File: config.mk
export PLATFORM = sky130hd
export DESIGN_NAME = pit_counter_channel
export DESIGN_NICKNAME = d
export VERILOG_FILES = /design/src/rtl/pit_counter_channel.sv
export SDC_FILE = /design/constraint.sdc
export NUM_CORES = 1
export LEC_CHECK = 0
export ABC_CLOCK_PERIOD_IN_PS = 2210
export CORE_ASPECT_RATIO = 0.5
export CORE_MARGIN = 2
export CORE_UTILIZATION = 33
export CTS_CLUSTER_SIZE = 24
export DETAILED_ROUTE_END_ITERATION = 10
export PLACE_DENSITY = 0.5
export SYNTH_ARGS = -nofsm -noshare
export SYNTH_HDL_FRONTEND = slang
export SYNTH_SLANG_ARGS = --single-unit
File: constraint.sdc
create_clock -name clk -period 2.21 [get_ports clk]
set_input_delay 0.442 -clock clk [delete_from_list [all_inputs] [get_ports clk]]
set_output_delay 0.442 -clock clk [all_outputs]
set_load 0.03 [all_outputs]
File: src/rtl/pit_counter_channel.sv
// -----------------------------------------------------------------------------
// pit_counter_channel
// One channel of a programmable interval timer supporting mode 0 (interrupt
// on terminal count), mode 2 (rate generator) and mode 3 (square wave).
//
// Ports
//   clk         system clock, all state updates on its rising edge
//   reset       asynchronous active-high reset
//   tick        count-clock enable, one count event per asserted cycle
//   gate        level gate; rising edge detected internally (modes 2/3 reload)
//   ctrl_wr     control-word write strobe, ctrl_mode selects the mode
//   ctrl_mode   00 = mode 0, 01 = mode 2, 10 = mode 3, 11 = reserved (ignored)
//   cnt_wr      count write strobe, cnt_data is the new initial count
//   cnt_data    initial count (0 stands for 2^WIDTH)
//   latch       snapshot the counting element into the read latch
//   rd          read acknowledge, releases the read latch
//   rd_data     latched value while held, otherwise the live counting element
//   out         timer output (registered)
//   null_count  high while a written count has not reached the counting element
// -----------------------------------------------------------------------------
module pit_counter_channel #(
    parameter int WIDTH = 16
) (
    input  logic             clk,
    input  logic             reset,
    input  logic             tick,
    input  logic             gate,
    input  logic             ctrl_wr,
    input  logic [1:0]       ctrl_mode,
    input  logic             cnt_wr,
    input  logic [WIDTH-1:0] cnt_data,
    input  logic             latch,
    input  logic             rd,
    output logic [WIDTH-1:0] rd_data,
    output logic             out,
    output logic             null_count
);

    localparam logic [1:0] MODE_0    = 2'b00;
    localparam logic [1:0] MODE_2    = 2'b01;
    localparam logic [1:0] MODE_3    = 2'b10;
    localparam logic [1:0] MODE_RSVD = 2'b11;

    localparam logic [WIDTH-1:0] ONE = WIDTH'(1);
    localparam logic [WIDTH-1:0] TWO = WIDTH'(2);

    typedef enum logic [1:0] {
        ST_IDLE  = 2'd0,   // no count written since the last control word
        ST_LOAD  = 2'd1,   // count written, waiting for the transfer tick
        ST_COUNT = 2'd2    // counting element is running
    } state_t;

    state_t           state_reg, state_next;
    logic [1:0]       mode_reg, mode_next;
    logic [WIDTH-1:0] ce_reg, ce_next;
    logic [WIDTH-1:0] cr_reg, cr_next;
    logic [WIDTH-1:0] latch_reg, latch_next;
    logic             held_reg, held_next;
    logic             out_reg, out_next;
    logic             null_reg, null_next;
    logic             gate_reg;

    // Effective period in WIDTH+1 bits: 0 means 2^WIDTH and the illegal
    // period 1 is promoted to 2 for the periodic modes.
    logic [WIDTH:0]   n_eff;
    logic [WIDTH-1:0] half_hi;    // ceil(n/2): high half of mode 3
    logic [WIDTH-1:0] half_lo;    // floor(n/2): low half of mode 3
    logic [WIDTH-1:0] reload_m2;  // mode 2 reload value
    logic [WIDTH-1:0] load_val;
    logic             gate_rise;
    logic             ctrl_ok;

    always_comb begin
        if (cr_reg == '0) begin
            n_eff = {1'b1, {WIDTH{1'b0}}};
        end else if (cr_reg == ONE) begin
            n_eff = {1'b0, TWO};
        end else begin
            n_eff = {1'b0, cr_reg};
        end
        half_lo   = n_eff[WIDTH:1];
        half_hi   = n_eff[WIDTH:1] + {{(WIDTH-1){1'b0}}, n_eff[0]};
        reload_m2 = n_eff[WIDTH-1:0];
        case (mode_reg)
            MODE_2:  load_val = reload_m2;
            MODE_3:  load_val = half_hi;
            default: load_val = cr_reg;
        endcase
    end

    assign gate_rise = gate & ~gate_reg;
    assign ctrl_ok   = ctrl_wr && (ctrl_mode != MODE_RSVD);

    // State register
    always_ff @(posedge clk or posedge reset) begin
        if (reset) begin
            state_reg <= ST_IDLE;
            mode_reg  <= MODE_0;
            ce_reg    <= '0;
            cr_reg    <= '0;
            latch_reg <= '0;
            held_reg  <= 1'b0;
            out_reg   <= 1'b0;
            null_reg  <= 1'b1;
            gate_reg  <= 1'b0;
        end else begin
            state_reg <= state_next;
            mode_reg  <= mode_next;
            ce_reg    <= ce_next;
            cr_reg    <= cr_next;
            latch_reg <= latch_next;
            held_reg  <= held_next;
            out_reg   <= out_next;
            null_reg  <= null_next;
            gate_reg  <= gate;
        end
    end

    // Next-state logic. The tick is evaluated against the current state first;
    // a coincident count write is then overlaid so it wins on CR, null_count
    // and (mode 0) out, and the transfer of the new count waits for a later tick.
    always_comb begin
        state_next = state_reg;
        mode_next  = mode_reg;
        ce_next    = ce_reg;
        cr_next    = cr_reg;
        latch_next = latch_reg;
        held_next  = held_reg;
        out_next   = out_reg;
        null_next  = null_reg;

        if (ctrl_ok) begin
            mode_next  = ctrl_mode;
            state_next = ST_IDLE;
            null_next  = 1'b1;
            held_next  = 1'b0;
            out_next   = (ctrl_mode != MODE_0);
        end else begin
            // A latch coincident with rd re-arms with a fresh snapshot.
            if (latch && (!held_reg || rd)) begin
                latch_next = ce_reg;
                held_next  = 1'b1;
            end else if (rd) begin
                held_next = 1'b0;
            end

            if ((mode_reg != MODE_0) && (state_reg == ST_COUNT) && gate_rise) begin
                // Retrigger: the next tick reloads from CR.
                state_next = ST_LOAD;
            end else if (tick) begin
                if (state_reg == ST_LOAD) begin
                    // Transfer tick: no decrement.
                    ce_next    = load_val;
                    state_next = ST_COUNT;
                    null_next  = 1'b0;
                    if (mode_reg != MODE_0) begin
                        out_next = 1'b1;
                    end
                end else if ((state_reg == ST_COUNT) && gate) begin
                    case (mode_reg)
                        MODE_0: begin
                            if (ce_reg == ONE) begin
                                out_next = 1'b1;
                            end
                            ce_next = ce_reg - ONE;
                        end
                        MODE_2: begin
                            if (ce_reg == TWO) begin
                                ce_next  = ONE;
                                out_next = 1'b0;
                            end else if (ce_reg == ONE) begin
                                ce_next   = reload_m2;
                                out_next  = 1'b1;
                                null_next = 1'b0;
                            end else begin
                                ce_next = ce_reg - ONE;
                            end
                        end
                        MODE_3: begin
                            // CE counts ticks remaining in the current half;
                            // each half boundary reloads from CR.
                            if (ce_reg == ONE) begin
                                null_next = 1'b0;
                                if (out_reg) begin
                                    out_next = 1'b0;
                                    ce_next  = half_lo;
                                end else begin
                                    out_next = 1'b1;
                                    ce_next  = half_hi;
                                end
                            end else begin
                                ce_next = ce_reg - ONE;
                            end
                        end
                        default: ce_next = ce_reg;
                    endcase
                end
            end

            if ((mode_reg != MODE_0) && !gate) begin
                out_next = 1'b1;
            end

            if (cnt_wr) begin
                cr_next   = cnt_data;
                null_next = 1'b1;
                if (mode_reg == MODE_0) begin
                    out_next   = 1'b0;
                    state_next = ST_LOAD;
                end else if (state_reg == ST_IDLE) begin
                    state_next = ST_LOAD;
                end
            end
        end
    end

    // Outputs come straight from registers.
    always_comb begin
        rd_data    = held_reg ? latch_reg : ce_reg;
        out        = out_reg;
        null_count = null_reg;
    end

endmodule

==> flow_summary.toml <==
[global_routing]
top_usage_layer = "met1"
met1_usage_pct = 32.3
grt_util_met3_pct = 3.75
grt-ovfl-total = 0
grt_max_degree = 57
grt_pass1_vias = 3909
antenna_found_initial = 0
met2_usage_pct = 26.5
gr-usage-all-layers_pct = 19.8
grt_pass1_wl_mm = 21.5

[clock_network]
htree_levels = 2
cts_hold_buf = 0
clock-sinks = 56
root_buffer = "clkbuf_16"
cts_tree = "done"
cts_made_buffers = 5
clk_pin_slew_ps = 70
cts.path.max_buffers = 2
clkLatencyLatePin_ps = 300

[sta]
rsz0062_at_grt = "true"
max_freq_ghz = 0.466
setup_viol = 0
worst_slew_pin_slew_ps = 594
slew_viol_final = 0
finClkSkew_ps = 7.04
fin_tns_setup_ps = 0
hold_viol_final = 0
setup_ws_ps = 65.7
slew-limit-headroom_pct = 60.3
min_period_ps = 2140
fin_crit_sh_pct = 97.0

[critical_path]
worstSetupStartpointType = "register"
cp.arrival_ps = 2340
end_kind = "register"
crit_fanout = 7
critPathRequiredTime_ps = 2400
worst-setup-path-type = "register to register"

[floorplanning]
die_h_um = 84.3
core_area_um2 = 12600
dieArea_um2 = 13900
dieWidth_um = 165
rows = 29
start_util_pct = 33.7
ios = 44

[synthesis]
synth-edff-count = 0
synth_fp_nets = 521
synth.top_cells.by_area = "dfrtp_1 (32%), mux2_2 (12%), o21ai_0 (4.6%), xor2_1 (3.7%), ha_1 (3.5%)"
yosysUniqueCellTypes = 65
ys.flop_type = "dfrtp_1"
yosys_warnings = 0
synth_area_um2 = 4260
async_flop_share_pct = 100
synth.yosys.seq_area_share_pct = 32.9
synth_top_area_cell = "dfrtp_1"
syn_inst = 483
postSynthAreaPerCell_um2 = 8.82
ys_seq_elements = 56
netlist.area_leader.share_pct = 32.3

[placement]
pre_cts_ws_ps = -212
dpl.hpwl_mm = 10.2
placed_cells = 745
port_buffers = 43
postPlaceCellArea_um2 = 5440
place_congestion = 0.880

[detailed_routing]
first_iter_violations = 257
drc = 0
vias_per_cell = 5.35
vias = 4087
first_pass_iters = 6
drt_wl_total_mm = 13.4
ant_nets = 0
wl_per_cell_um = 17.6

[power]
p_seq_share_pct = 29.7
swShare_pct = 41.3
p_comb_share_pct = 55.3
p_leak_nw = 2.46
ir_worst_vdd_uv = 356
p_sw_w = 0.00224
powerDensity_nw_per_um2 = 934
p_clk_share_pct = 15.0
internal_power_w = 0.00318

[final_layout]
stdcell_count = 764
area_growth_pct = 36.3
design_area_um2 = 5810
nets = 631
drive_above_1_share_pct = 31.3
diodes = 0

[run]
maxCapViolCount = 0

[run_status]
status = "complete, no violations"

[min_path]
hp-class = "register to register"
[metal layers]
metal | up-vias | wire length (um)
met4 | 0 | 96
met1 | 1919 | 7150
met3 | 9 | 998
met2 | 150 | 5160
met5 | - | 0
li1 | 2009 | -
[synth_stat cells (2+ instances only)]
| library cell | count |
|---|---|
| nor4_1 | 14 |
| a221o_1 | 6 |
| a31oi_1 | 7 |
| a2bb2oi_1 | 3 |
| o211a_1 | 2 |
| o211ai_1 | 8 |
| and4_1 | 3 |
| o311ai_0 | 2 |
| a21oi_1 | 28 |
| inv_1 | 16 |
| nor2b_1 | 4 |
| nor2_1 | 31 |
| ha_1 | 12 |
| nand3_1 | 16 |
| buf_2 | 8 |
| nand2b_1 | 7 |
| buf_1 | 6 |
| buf_6 | 3 |
| a222oi_1 | 3 |
| a211oi_1 | 4 |
| xor2_1 | 18 |
| nand3b_1 | 3 |
| a311oi_1 | 3 |
| nor3_1 | 12 |
| xnor2_1 | 10 |
| a32oi_1 | 3 |
| a21o_1 | 2 |
| or3_1 | 3 |
| dfrtp_1 | 55 |
| nand2_1 | 36 |
| o21a_1 | 6 |
| clkbuf_1 | 20 |
| mux2_2 | 45 |
| o21ai_0 | 39 |
| a22oi_1 | 4 |
| and3_1 | 6 |
| o22ai_1 | 2 |
| nand4_1 | 6 |
[through the flow]
step | total power (W) | hold slack, ps | util [%]
2_1_floorplan | 0.00331 | 450 | -
3_3_place_gp | 0.00451 | 462 | 43.1
3_5_place_dp | 0.00453 | 471 | 43.1
4_1_cts | 0.00532 | 491 | 44.2
5_1_grt | 0.00580 | 508 | 46.0
6_report | 0.00542 | 488 | 46.0
[critical path, cell delays in order (launching register included)]
cell,delay [ps]
dfrtp_1,390
nor4_2,270
buf_4,160
and4_4,220
nand3_2,70
buf_6,160
buf_4,160
o21ai_1,150
o21ai_1,140
a221o_1,310
[timing repair]
action,in CTS,in global routing
pin swaps,5,14
setup buffers,1,9
gates cloned,0,1
resized for setup,16,35
setup endpoints to repair,15,15
[final cells by class]
cell class	count	area, um2
clock buffer	6	129
clock inverter	2	16.3
fill	1263	6820
inverter	16	60.1
multi-input combinational	375	2790
sequential	56	1400
tap	170	213
timing repair buffer	139	1190
[logic make-up after synthesis]
kind of cell	Yosys count	share of synthesized area [%]
buffers and inverters	53	5.43
DFF	56	32.9
and+or+nand+nor	154	19.5
adders and majority gates	12	3.52
xor gates and xnor gates	28	5.76
AOI/OAI and AO/OA	135	20.9
muxes	45	11.9
[path summary, 6_finish.rpt]
check	start	end	slack, ps	cells after the start
max	ce_reg[10]$_DFFE_PP0P_	ce_reg[8]$_DFFE_PP0P_	70	9
min	latch_reg[0]$_DFFE_PP0P_	latch_reg[0]$_DFFE_PP0P_	490	2
max reg2reg	ce_reg[10]$_DFFE_PP0P_	ce_reg[8]$_DFFE_PP0P_	70	9
min reg2reg	latch_reg[0]$_DFFE_PP0P_	latch_reg[0]$_DFFE_PP0P_	490	2
max in group asynchronous	reset	null_count$_DFFE_PP1P_	1380	3
min in group asynchronous	reset	latch_reg[12]$_DFFE_PP0P_	510	3
[power groups by stage]
stage          logic [W]  clock network, W  registers, W
2_1_floorplan    0.00167                 0       0.00163
3_3_place_gp     0.00289                 0       0.00161
3_5_place_dp     0.00290                 0       0.00162
4_1_cts          0.00287          0.000847       0.00161
5_1_grt          0.00326          0.000875       0.00166
6_report         0.00300          0.000815       0.00161
[cell usage in the layout (no fill, tap or decap), types with 7 or more instances in the layout]
cell / synthesis / layout
o21ai_1: 0 / 9
nor4_1: 14 / 10
a21oi_1: 28 / 28
nand3_1: 16 / 14
xor2_1: 18 / 18
xnor2_1: 10 / 10
nand2b_1: 7 / 7
mux2_2: 45 / 45
dfrtp_1: 55 / 55
nor3_1: 12 / 9
inv_1: 16 / 14
o211ai_1: 8 / 8
clkdlybuf4s50_1: 0 / 28
nand2_1: 36 / 35
nor2_1: 31 / 30
buf_4: 0 / 91
dlygate4sd2_1: 0 / 12
o21ai_0: 39 / 29
ha_1: 12 / 10
Note: power is estimated with default switching activity, not from simulation.
